==> config.mk <==
export PLATFORM = sky130hd
export DESIGN_NAME = digit_entry_ctrl
export DESIGN_NICKNAME = d
export VERILOG_FILES = /design/src/rtl/digit_entry_ctrl.sv
export SDC_FILE = /design/constraint.sdc
export NUM_CORES = 1
export LEC_CHECK = 0
export ABC_AREA = 1
export BUFFER_PORTS_ARGS = -buffer_cell sky130_fd_sc_hd__buf_2
export CAP_MARGIN = 20
export CORE_AREA = 8 8 129 131
export CTS_CLUSTER_DIAMETER = 120
export CTS_CLUSTER_SIZE = 28
export DETAILED_ROUTE_END_ITERATION = 7
export DIE_AREA = 0 0 137 139
export PLACE_DENSITY = 0.6
export RECOVER_POWER = 25
export SLEW_MARGIN = 10
export SYNTH_ARGS = -nofsm -noshare
export SYNTH_HDL_FRONTEND = slang
export SYNTH_SLANG_ARGS = --single-unit
==> constraint.sdc <==
create_clock -name clk -period 4.65 [get_ports clk]
set_input_delay 0.465 -clock clk [delete_from_list [all_inputs] [get_ports clk]]
set_output_delay 0.465 -clock clk [all_outputs]
set_load 0.05 [all_outputs]
==> src/rtl/digit_entry_ctrl.sv <==
// Operand digit entry: button sync/debounce, press capture, round-robin
// increment of four independent BCD digits, with lock and clear.
module digit_entry_ctrl #(
    parameter int DB_CYCLES = 500000,
    parameter int DB_W      = 20
) (
    input  logic       clk,
    input  logic       rst,
    input  logic [3:0] but,
    input  logic       lock,
    input  logic       clear,
    output logic [3:0] n1dig1,
    output logic [3:0] n1dig0,
    output logic [3:0] n2dig1,
    output logic [3:0] n2dig0,
    output logic       upd,
    output logic [1:0] upd_idx,
    output logic [3:0] pending
);

    localparam logic [DB_W-1:0] DB_LAST = DB_W'(DB_CYCLES - 1);

    logic [3:0]      sync1;
    logic [3:0]      s;
    logic [3:0]      stable;
    logic [3:0]      stable_q;
    logic [DB_W-1:0] cnt [4];
    logic [3:0]      dig [4];
    logic [1:0]      rr;
    logic [3:0]      rise;
    logic            gnt_v;
    logic [1:0]      gnt;
    logic [1:0]      idx;
    logic [3:0]      gnt_mask;

    assign rise = stable & ~stable_q;

    // Round-robin search starting at rr; clear and lock suppress any grant.
    always_comb begin
        gnt_v = 1'b0;
        gnt   = rr;
        idx   = rr;
        if (!lock && !clear) begin
            for (int i = 0; i < 4; i++) begin
                idx = rr + 2'(i);
                if (!gnt_v && pending[idx]) begin
                    gnt_v = 1'b1;
                    gnt   = idx;
                end
            end
        end
        gnt_mask = gnt_v ? (4'b0001 << gnt) : 4'b0000;
    end

    always_ff @(posedge clk) begin
        if (rst) begin
            sync1    <= '0;
            s        <= '0;
            stable   <= '0;
            stable_q <= '0;
            pending  <= '0;
            upd      <= 1'b0;
            upd_idx  <= '0;
            rr       <= '0;
            for (int i = 0; i < 4; i++) begin
                cnt[i] <= '0;
                dig[i] <= '0;
            end
        end else begin
            sync1    <= but;
            s        <= sync1;
            stable_q <= stable;

            for (int i = 0; i < 4; i++) begin
                if (s[i] == stable[i]) begin
                    cnt[i] <= '0;
                end else if (cnt[i] == DB_LAST) begin
                    stable[i] <= s[i];
                    cnt[i]    <= '0;
                end else begin
                    cnt[i] <= cnt[i] + DB_W'(1);
                end
            end

            // Clear leaves debounce state and rr alone so entry resumes cleanly.
            if (clear) begin
                pending <= '0;
                upd     <= 1'b0;
                for (int i = 0; i < 4; i++) begin
                    dig[i] <= '0;
                end
            end else begin
                upd     <= gnt_v;
                pending <= (pending & ~gnt_mask) | rise;
                if (gnt_v) begin
                    upd_idx  <= gnt;
                    dig[gnt] <= (dig[gnt] == 4'd9) ? 4'd0 : dig[gnt] + 4'd1;
                    rr       <= gnt + 2'd1;
                end
            end
        end
    end

    assign n1dig0 = dig[0];
    assign n1dig1 = dig[1];
    assign n2dig0 = dig[2];
    assign n2dig1 = dig[3];

endmodule

## Word-level counts from Yosys, hierarchy flattened

Memory sizes are Yosys's and may differ from the RTL's.
Index checks and enable logic that the tools add are counted.

- Reductions and logical operators: 16
- Order comparisons: 4
- Bitwise logic cells: 26
- Add/sub/neg operators: 9
- Shifts and indexed selects: 1
- Multiplexer cells: 94
- Eq/ne operators: 9

Operator list:

| kind | count |
|---|---|
| two-way mux 20 bit | 12 |
| adder 20 x 1 -> 20 bit, second input constant | 4 |
| equality test 20 x 19 -> 1 bit, second input constant | 4 |
| two-way mux 1 bit | 66 |
| two-way mux 4 bit | 7 |
| OR 1 bit | 16 |
| < comparator 2 x 3 -> 1 bit, second input constant | 4 |
| two-way mux 2 bit | 5 |
| AND reduction 2 bit | 5 |
| bitwise AND 4 bit | 2 |
| binary-select mux 1 bit (select 2 bit) | 4 |
| NOT 4 bit | 2 |
| zero test 1 bit | 5 |
| NOT 1 bit | 5 |
| adder 2 x 1 -> 2 bit, second input constant | 2 |
| adder 2 bit, second input constant | 2 |
| adder 4 x 1 -> 4 bit, second input constant | 1 |
| equality test 1 bit | 4 |
| equality test 4 bit, second input constant | 1 |
| logical AND 1 bit | 4 |
| OR 4 bit | 1 |
| OR reduction 4 bit | 1 |
| left shift 1 x 2 -> 4 bit, first input constant | 1 |
| OR reduction 2 bit | 1 |

- Register bits: 25
- Logic and storage cells: 172
- Memory bits (writable): 96
- Memories: 2

Memories:

| memory | depth | bits a word | rd ports | clocked after Yosys merged registers in | wr ports | RTL line | text |
|---|---|---|---|---|---|---|---|
| cnt | 4 | 20 | 4 | 0 | 4 | 27 | `logic [DB_W-1:0] cnt [4];` |
| dig | 4 | 4 | 5 | 0 | 4 | 28 | `logic [3:0] dig [4];` |

## Depth between registers and ports, before layout

- Word-level depth: 22
- Depth in mapped cells: 21
- Depth with buffers taken out: 20

## Worst setup path before layout

No wires, ideal clock.

- Kind: flip-flop to flip-flop
- Start: register pending[2]
- End: memory dig[0][3], data pin
- Setup slack: 2357 ps
- Clock period less this slack: 2293 ps
- Buffers on the path: 0
- Cell stages (with the launch flop): 18
- Arrival: 2037 ps
- Cell sequence: dfxtp_1 nand2_1 nand2_1 nand2_1 nand2_2 nand4_4 nand2_4 nand2_2 nand2_4 nand3_1 nand2_1 nand2_2 nand2_4 inv_2 nor2_4 nand2_1 nand3_2 nor2_1

RTL lines:

| what | RTL line | text |
|---|---|---|
| from (decl) | 18 | `output logic [3:0] pending` |
| from (signal assigned) | 94 | `pending <= (pending & ~gnt_mask) \| rise;` |
| to (decl) | 28 |  |

==> summary.txt <==
Pwr
  – Leak: about 3.2 nW
  – Worst IR drop on VDD: between 0.2 and 0.25 mV
  – Pint: around 2.1 mW
  – Sw Pwr: approximately 0.59 mW
  – PnR Total Power: around 2.7 mW
  – Clock power frac: 0.496
  – Power Density: between 300 and 400 mW/mm^2
  – Sw frac: 0.219
  – Comb power frac: 0.046
  – Reg power frac: 0.458

Clock tree
  – CTS root buffer: clkbuf_16
  – H-Tree Level Count: 4
  – Cts hold-fix bufs: 0
  – Deepest clock path buffer count: 2
  – Setup repair bufs after CTS: 0
  – CTS tree: done
  – Post-CTS Resized: 0
  – Worst skew pair latency: between 400 and 500 ps
  – CTS Sinks: 121
  – Clk slew on worst S/H paths: about 60 ps
  – TritonCTS buffer count: 17

GRT
  – Largest net degree at the start of global routing: 20
  – First-pass GRT wire length: about 22 mm
  – Vias in the first global route: ~4,800
  – Global Route Usage Sum: 0.141
  – Total grt overflow: 0
  – Initial antenna violation count: 0

Logic synthesis
  – YS warnings: 0
  – Post-synthesis instance total: between 700 and 800
  – #FFs+latches synth: 121
  – Mapped cell area: 0.00647 mm^2
  – Sequential share of the synthesized area: 0.523
  – Synthesized area per cell: around 8.5 um^2
  – Synth cell types: 41

Setup path
  – Setup CP Type: flip-flop to flip-flop
  – R2R depth: 12
  – Reg2Reg Capture Point: dig[1][0]$_SDFFCE_PN0P_
  – Ordered list of cells on the worst path: inv_2 -> nand2_2 -> nand3_2 -> nand2_2 -> nand4_4 -> nand3_2 -> nand3_1 -> nand2_1 -> nand2_2 -> ha_1 -> nand2_1 -> nand2_1
  – CP max stage cell: dfxtp_1
  – Largest delay contributor family on the critical path: simple AND/OR/NAND/NOR gates
  – Crit path arrival time: roughly 2900 ps
  – CP Capture Type: flip-flop
  – R2r startpoint: rr[0]$_SDFFE_PP0N_
  – Worst setup SP type: flip-flop
  – Critical path fanouts, max: 13
  – CP max stage delay: 640 ps
  – Crit path buf inv count: 1
  – Reg2Reg Setup Slack: about 1900 ps
  – Worst EP required: 4760 ps

Floorplanning
  – I/O Pins: 31
  – Starting Density: 0.438
  – DIE WIDTH: between 100 and 150 um
  – Die height: between 100 and 150 um
  – Die area: 0.0190 mm^2
  – Core area: about 0.015 mm^2
  – Num rows: 45

Timing
  – Slew Viols, Final: 0
  – Fmax achieved: approximately 0.36 GHz
  – RSZ-0062 raised after global routing: false
  – Worst-Margin Slew: between 800 and 900 ps
  – Slew Limit Headroom: 0.433
  – Setup TNS: 0 ps
  – Skew final: around 6.1 ps
  – Minimum clock period: 2760 ps
  – Tcrit/Tclk final: 0.593
  – Final count of hold timing violations: 0
  – Final Setup Violations: 0

Place
  – GP Congestion: 0.867
  – Dpl hpwl: about 9.5 mm
  – I/O Buffers: 30

Cells and area
  – Share of post-route cells with drive strength above 1: 0.0838
  – Commonest non-fill, non-tap cells in the layout: 153 x nand2_1, 108 x inv_1, 105 x nor2_1
  – Final Core Density: 0.521
  – Commonest non-fill, non-tap cell in the layout: nand2_1
  – Final Net Count: 898
  – Area Growth Syn to Fin: 18.9%
  – N_diodes: 0

Route
  – ANT nets after route: 0
  – TritonRoute pass-1 iters: 5
  – DR vias: 5,093
  – WL/cell: between 10 and 15 um
  – DRT Wirelength: 12.6 mm
  – Drt via density: ~4.7
  – Initial DRC Count: roughly 340
  – # DRC: 0

Status
  – Outcome: completed

Job
  – Max_cap viols: 0

Worst hold path
  – Hold wc startpoint: but[1]
  – HP Class: input pin to flip-flop
  – Hold EP: sync1[1]$_SDFF_PP0_
  – Worst Hold Depth: 3
[registers in the layout, summed over array words and instances, names as in the netlist]
name and cells:
sync1 4, cnt 80, upd_idx 2, rr 2, dig 16, stable 4, upd 1, stable_q 4
s 4, pending 4
[synthesized netlist by cell type (all sizes together)]
library cell,instances,area (um^2)
o21ai,33,169
nand3,50,283
nor3,29,150
xnor2,1,8.76
clkbuf,5,18.8
o32ai,4,35.0
xor2,7,61.3
ha,8,100
a31oi,2,12.5
nor3b,7,52.6
o21a,6,45.0
a21oi,53,265
nand2,174,731
edfxtp,96,2880
inv,111,419
nor4,15,100
nor2,109,424
and3,1,6.26
dfxtp,25,500
or4,1,7.51
buf,4,31.3
nand3b,3,22.5
conb,1,3.75
o211ai,2,15.0
nand4,16,121
[worst max-delay path by stage]
stage	endpoint	startpoint	depth (start not counted)	slack, ps
2_1_floorplan	dig[0][3]$_SDFFCE_PN0P_	pending[2]$_SDFF_PP0_	17	2360
3_3_place_gp	dig[0][1]$_SDFFCE_PN0P_	rr[0]$_SDFFE_PP0N_	12	1910
3_5_place_dp	dig[0][1]$_SDFFCE_PN0P_	rr[0]$_SDFFE_PP0N_	12	1900
4_1_cts	dig[0][1]$_SDFFCE_PN0P_	rr[0]$_SDFFE_PP0N_	12	1890
5_1_grt	dig[0][0]$_SDFFCE_PN0P_	rr[0]$_SDFFE_PP0N_	13	1600
6_report	dig[1][0]$_SDFFCE_PN0P_	rr[0]$_SDFFE_PP0N_	12	1890
[worst register-to-register path: cells and delay by family (launching register included)]
family | cells | cell delay (ps)
adders and majority gates | 1 | 220
and+or+nand+nor | 10 | 1370
DFF | 1 | 640
buffers and inverters | 1 | 230
[through the flow]
stage	setup WS, ps	cell area, um^2	std cells	hold slack (ps)
finish	1890	7690	1083	250
global route	1600	7690	1083	253
CTS	1890	7720	1083	231
detailed placement	1900	7100	1051	399
global placement	1910	7100	1051	390
floorplan	2360	6760	842	388
[final cells by class]
class                           count  area (um^2)
Inverter                          111          419
Multi-Input combinational cell    601         2910
Clock buffer                       24          546
Sequential cell                   121         3380
Clock inverter                      8         73.8
Tap cell                          188          235
Fill cell                        1429         7060
Timing Repair Buffer               30          120
[metal layers]
layer | up-vias | part of all wire | GRT usage
li1 | 2732 | - | -
met1 | 2286 | 0.50 | 0.179
met2 | 66 | 0.45 | 0.214
met3 | 9 | 0.043 | 0.0424
met4 | 0 | 0.0084 | 0.0635
met5 | - | 0 | 0
[kinds of logic (layout without fill, tap and decap cells)]
logic type      Yosys count  after routing  share of synthesized area
compound gates          100            100                     0.0838
xor+xnor                  8              8                     0.0108
fa+ha+maj                 8              8                     0.0155
buf+inv                 120            173                     0.0726
flops                   121            121                      0.523
other cells               1             80                   0.000580
simple gates            405            405                      0.294
[power groups by stage]
stage / Clock, mW / Sequential [mW] / Combinational [mW]
2_1_floorplan: 0 / 1.27 / 0.0787
3_3_place_gp: 0 / 1.26 / 0.125
3_5_place_dp: 0 / 1.26 / 0.126
4_1_cts: 1.37 / 1.24 / 0.126
5_1_grt: 1.42 / 1.24 / 0.143
6_report: 1.34 / 1.24 / 0.125
Note: power is estimated with default switching activity, not from simulation.
